### src/rtl/param_instruction_memory.sv
// Instruction RAM filled by an auto-incrementing loader, read by byte PC with fault reporting.
// Fetch latency 1 cycle; fetch_stall freezes the fetch outputs, load_ready/fetch_ready gate the ports by mode.
module param_instruction_memory #(
    parameter int                    DATA_WIDTH = 32,
    parameter int                    ADDR_WIDTH = 7,
    parameter int                    PC_WIDTH   = 32,
    parameter logic [DATA_WIDTH-1:0] FILL_WORD  = '0
) (
    input  logic                  clk,
    input  logic                  reset,
    // image loader
    input  logic                  load_start,
    input  logic                  load_valid,
    input  logic                  load_last,
    input  logic [DATA_WIDTH-1:0] load_data,
    output logic                  load_ready,
    output logic [ADDR_WIDTH:0]   load_count,
    // fetch port
    output logic                  fetch_ready,
    input  logic                  fetch_req,
    input  logic [PC_WIDTH-1:0]   fetch_pc,
    input  logic                  fetch_stall,
    output logic [DATA_WIDTH-1:0] instr,
    output logic                  instr_valid,
    output logic                  addr_fault
);

    localparam int DEPTH = 1 << ADDR_WIDTH;
    localparam logic [ADDR_WIDTH:0] CNT_FULL = (ADDR_WIDTH+1)'(DEPTH);
    localparam logic [ADDR_WIDTH:0] CNT_LAST = (ADDR_WIDTH+1)'(DEPTH - 1);

    typedef enum logic [1:0] {
        S_IDLE = 2'd0,
        S_LOAD = 2'd1,
        S_RUN  = 2'd2
    } state_t;

    state_t state;
    state_t state_nxt;

    logic [DATA_WIDTH-1:0] mem [DEPTH];

    logic                  wr_en;
    logic                  wr_ends_image;
    logic [ADDR_WIDTH:0]   load_count_nxt;
    logic                  fetch_acc;
    logic [ADDR_WIDTH-1:0] fetch_idx;
    logic                  pc_hi_set;
    logic                  fetch_fault;

    assign load_ready  = (state == S_LOAD);
    assign fetch_ready = (state == S_RUN);

    // load_start wins over a same-cycle load_valid; the word is dropped.
    assign wr_en         = load_ready & load_valid & ~load_start & (load_count != CNT_FULL);
    assign wr_ends_image = load_last | (load_count == CNT_LAST);

    always_comb begin
        state_nxt      = state;
        load_count_nxt = load_count;
        if (load_start) begin
            load_count_nxt = '0;
        end else if (wr_en) begin
            load_count_nxt = load_count + 1'b1;
        end
        case (state)
            S_IDLE: if (load_start) state_nxt = S_LOAD;
            S_LOAD: if (!load_start && wr_en && wr_ends_image) state_nxt = S_RUN;
            S_RUN:  if (load_start) state_nxt = S_LOAD;
            default: state_nxt = S_IDLE;
        endcase
    end

    always_ff @(posedge clk or posedge reset) begin
        if (reset) begin
            state      <= S_IDLE;
            load_count <= '0;
        end else begin
            state      <= state_nxt;
            load_count <= load_count_nxt;
        end
    end

    // Array deliberately has no reset: the image survives reset, load_count guards it.
    always_ff @(posedge clk) begin
        if (wr_en) begin
            mem[load_count[ADDR_WIDTH-1:0]] <= load_data;
        end
    end

    assign fetch_acc = fetch_ready & fetch_req & ~fetch_stall;
    assign fetch_idx = fetch_pc[ADDR_WIDTH+1:2];

    generate
        if (PC_WIDTH > ADDR_WIDTH + 2) begin : g_pc_hi
            assign pc_hi_set = |fetch_pc[PC_WIDTH-1:ADDR_WIDTH+2];
        end else begin : g_no_pc_hi
            assign pc_hi_set = 1'b0;
        end
    endgenerate

    assign fetch_fault = (fetch_pc[1:0] != 2'b00) | pc_hi_set |
                         ({1'b0, fetch_idx} >= load_count);

    always_ff @(posedge clk or posedge reset) begin
        if (reset) begin
            instr       <= '0;
            instr_valid <= 1'b0;
            addr_fault  <= 1'b0;
        end else if (!fetch_stall) begin
            if (fetch_acc) begin
                instr       <= fetch_fault ? FILL_WORD : mem[fetch_idx];
                instr_valid <= 1'b1;
                addr_fault  <= fetch_fault;
            end else begin
                instr_valid <= 1'b0;
                addr_fault  <= 1'b0;
            end
        end
    end

endmodule
### config.mk
export PLATFORM = sky130hd
export DESIGN_NAME = param_instruction_memory
export DESIGN_NICKNAME = d
export VERILOG_FILES = /design/src/rtl/param_instruction_memory.sv
export SDC_FILE = /design/constraint.sdc
export NUM_CORES = 2
export LEC_CHECK = 0
export BUFFER_PORTS_ARGS = -buffer_cell sky130_fd_sc_hd__buf_4
export CAP_MARGIN = 10
export CORE_MARGIN = 2
export CORE_UTILIZATION = 45
export DETAILED_ROUTE_END_ITERATION = 10
export PLACE_DENSITY = 0.63
export SKIP_LAST_GASP = 1
export SLEW_MARGIN = 10
export SYNTH_ARGS = -nofsm -noshare
export SYNTH_HDL_FRONTEND = slang
export SYNTH_SLANG_ARGS = --single-unit
### constraint.sdc
create_clock -name clk -period 4 [get_ports clk]
set_input_delay 0 -clock clk [delete_from_list [all_inputs] [get_ports clk]]
set_output_delay 0 -clock clk [all_outputs]
set_load 0.05 [all_outputs]
==> flow_metrics.tcl <==
set metrics [dict create \
    status "finished, final reports clean" \
    nFillCells 27700 \
    reg2reg_to "instr[8]" \
    hpwl_mm 284 \
    cp_cell_sequence "inv_1, ha_1, a2111oi_4, nand3_2, dlygate4sd3_1, nor2_2, nand4_1, dlygate4sd3_1, a2bb2oi_1, nand3_1, dlygate4sd3_1" \
    wl_per_cell_um 35.3 \
    crit_family "buffers and inverters" \
    path_buf_inv 4 \
    dieArea_sq_mm 0.361 \
    synth_xor_area_share_pct 0.0382 \
    grt_pass1_vias 83100 \
    die_w_um 601 \
    vdd_drop_max_v 0.000376 \
    final_cell_mix "4096 x edfxtp_1, 824 x mux2i_1, 632 x mux4_2" \
    relSlewSlack_pct 14.1 \
    ant_nets 0 \
    grt_pass1_wl_mm 658 \
    cp_max_fo 9 \
    reg2regPathDepth 11 \
    drt_iter0_drc 13100 \
    grt_util_all_layers_pct 25.9 \
    via_count 85500 \
    yosys.area.top_type "edfxtp_1" \
    fin_nets 8449 \
    postCtsSetupBuffers 0 \
    clk_pin_slew_worst_paths_ns 0.07 \
    crit_top_cell "dlygate4sd3_1" \
    num_rows 219 \
    cts_inserted_buffers 415 \
    layoutNonFillerInstCount 13500 \
    initial_core_util_pct 45.1 \
    ys_seq_elements 4140 \
    required_ns 4.95 \
    area_growth_pct 14.8 \
    clock-sinks 4140 \
    yosys_warnings 0 \
    synth_seq_area_share_pct 77.4 \
    dpl-instance-area_sq_mm 0.170 \
    syn_area_sq_mm 0.160 \
    clockRootBuffer "clkbuf_16" \
    tritoncts "yes" \
    critPathLaunch "load_count[6]" \
    synth_cells 7776 \
    antenna_found_initial 48 \
    slew_violations 0 \
    fin_skew_ns 0.0854 \
    setup_viol 0 \
    crit_type "reg -> reg" \
    worst_pin_slew_ns 1.29 \
    period_needed_ns 3.91 \
    grt_start_max_net_pins 129 \
    critPathSlowestCell "dlygate4sd3_1" \
    htree_levels 5 \
    design_area_sq_mm 0.184 \
    p_per_area_mw_per_mm2 499 \
    startpoint_type "flop" \
    p_leak_nw 59.6 \
    yosys.area_share.simple_pct 1.80 \
    core_sq_mm 0.355 \
    synthAdderAreaFrac_pct 0.0702 \
    crit_cells 11 \
    worstSetupEndpoint "instr[8]" \
    max_cap_violations 0 \
    netlist-cell-type-count 75 \
    power.total_mw 92.0 \
    layout_commonest_cell "edfxtp_1" \
    critPathCaptureType "flop" \
    syn-num-nets 7856 \
    yosys-top-cells-area "edfxtp_1 77%, mux4_2 8.9%, mux2i_1 5.1%, a221oi_1 2.0%, o21ai_0 0.76%" \
    crit_arrival_ns 4.86 \
    ys.flop_type "edfxtp_1" \
    synth_compound_area_share_pct 4.72 \
    synth_top_family_by_area "multiplexers" \
    cts_buffer_depth 4 \
    r2r_slack_ns 0.09 \
    slowest_delay_ns 0.72 \
    clock_latency_ns 1.01 \
    drive_above_1_share_pct 22.8 \
    io_buffer_count 114 \
    timing.fmax_mhz 256 \
    synth_edf_count 4096 \
    routed_wl_mm 476 \
    first_pass_iters 8 \
    r2r_start "load_count[6]" \
    drc 0 \
    hold_ws_ns 0.0553 \
    place.gp.congestion 0.935 \
    gr-total-overflow 0 \
    muxShareOfSynthArea_pct 14.1 \
    avgSynthCellArea_sq_um 20.6 \
    fp.dieH_um 601 \
    boundaryPins 115 \
    ys_async_sr_fraction_pct 1.06 \
    rsz0062_at_grt "false" \
    yosys.area.top_type_share_pct 76.7 \
    dp.cells 12600 \
    hold_class "in -> reg" \
    avgViaCountPerCell 6.34 \
    period_share_pct 97.7 \
    hold_viol_final 0 \
]
-- area by class of cell --
cell class                      instances  area [sq um]  area share (%)
Sequential cell                      4140        124000            67.4
Multi-Input combinational cell       3155         34300            18.6
Clock buffer                          503         10900            5.91
Timing Repair Buffer                  642          6040            3.28
Tap cell                             4751          5940            3.23
Clock inverter                        264          2710            1.47
Inverter                               15          75.1          0.0408
Antenna cell                           21          52.6          0.0285
-- registers in the layout, summed over array words and instances, names as in the netlist --
| signal | flops |
|---|---|
| instr_valid | 1 |
| addr_fault | 1 |
| mem | 4096 |
| instr | 32 |
| load_count | 8 |
| state | 2 |
-- timing repair --
item	4_1_cts	5_1_grt
hold endpoints to repair	3274	0
gates resized for setup	0	2
hold buffers	58	0
endpoints found under the setup margin	0	1
-- synthesized netlist by cell type (all sizes together) (7+ instances only) --
| cell type | count |
|---|---|
| a211oi | 9 |
| a21o | 8 |
| a21oi | 92 |
| a221o | 33 |
| a221oi | 365 |
| a22oi | 154 |
| a31oi | 29 |
| a32oi | 18 |
| and3 | 17 |
| buf | 316 |
| clkbuf | 150 |
| dfrtp | 44 |
| edfxtp | 4096 |
| ha | 9 |
| inv | 15 |
| mux2 | 15 |
| mux2i | 824 |
| mux4 | 632 |
| nand2 | 141 |
| nand2b | 16 |
| nand3 | 168 |
| nand4 | 10 |
| nor2 | 202 |
| nor2b | 8 |
| nor3 | 42 |
| o211ai | 10 |
| o21a | 7 |
| o21ai | 246 |
| o31ai | 11 |
| xnor2 | 7 |
-- metal layers --
metal | vias up | wire length, um | GRT usage [%]
met4 | 28 | 23600 | 11.3
met2 | 5111 | 216000 | 39.3
li1 | 34000 | - | -
met5 | - | 457 | 0.145
met1 | 45400 | 181000 | 35.8
met3 | 918 | 54800 | 6.30
-- kinds of logic after synthesis --
logic type | Yosys count
buf+inv | 481
mux | 1471
compound gates | 1036
xor+xnor | 7
fa+ha+maj | 9
flops | 4140
simple gates | 632
-- worst reg2reg max path: cells and delay by family (launching register included) --
kind / cells / cell delay, ns
and+or+nand+nor: 4 / 0.54
DFF: 1 / 0.45
adders and majority gates: 1 / 0.26
buffers and inverters: 4 / 2.02
AOI/OAI and AO/OA: 2 / 0.61
-- metrics by stage --
stage	setup WS [ns]	setup TNS, ns	utilization (%)
final	0.0904	0	51.8
after global routing	0.0351	0	51.8
after CTS	0.0726	0	51.8
after detailed placement	0.214	0	47.8
after global placement	-0.173	-0.239	47.7
after floorplan	-0.0235	-15.10	-
-- how the worst min path moves through the flow --
stage	from	end	slack, ns	depth (start not counted)
3_3_place_gp	reset	instr_valid	-0.06	2
2_1_floorplan	load_data[0]	mem[0][0]	0.1	0
3_5_place_dp	reset	instr_valid	-0.06	2
6_report	load_data[21]	mem[122][21]	0.06	2
4_1_cts	load_valid	load_count[6]	0.02	5
5_1_grt	reset	instr[23]	0.09	4
-- power breakdown --
| part | total (mW) | switching, mW | internal [mW] |
|---|---|---|---|
| Sequential | 47.8 | 0.0275 | 47.7 |
| Clock | 39.0 | 16.5 | 22.5 |
| Combinational | 5.22 | 3.58 | 1.64 |
| Total | 92.0 | 20.1 | 71.9 |
(Power assumes the default switching activity.)
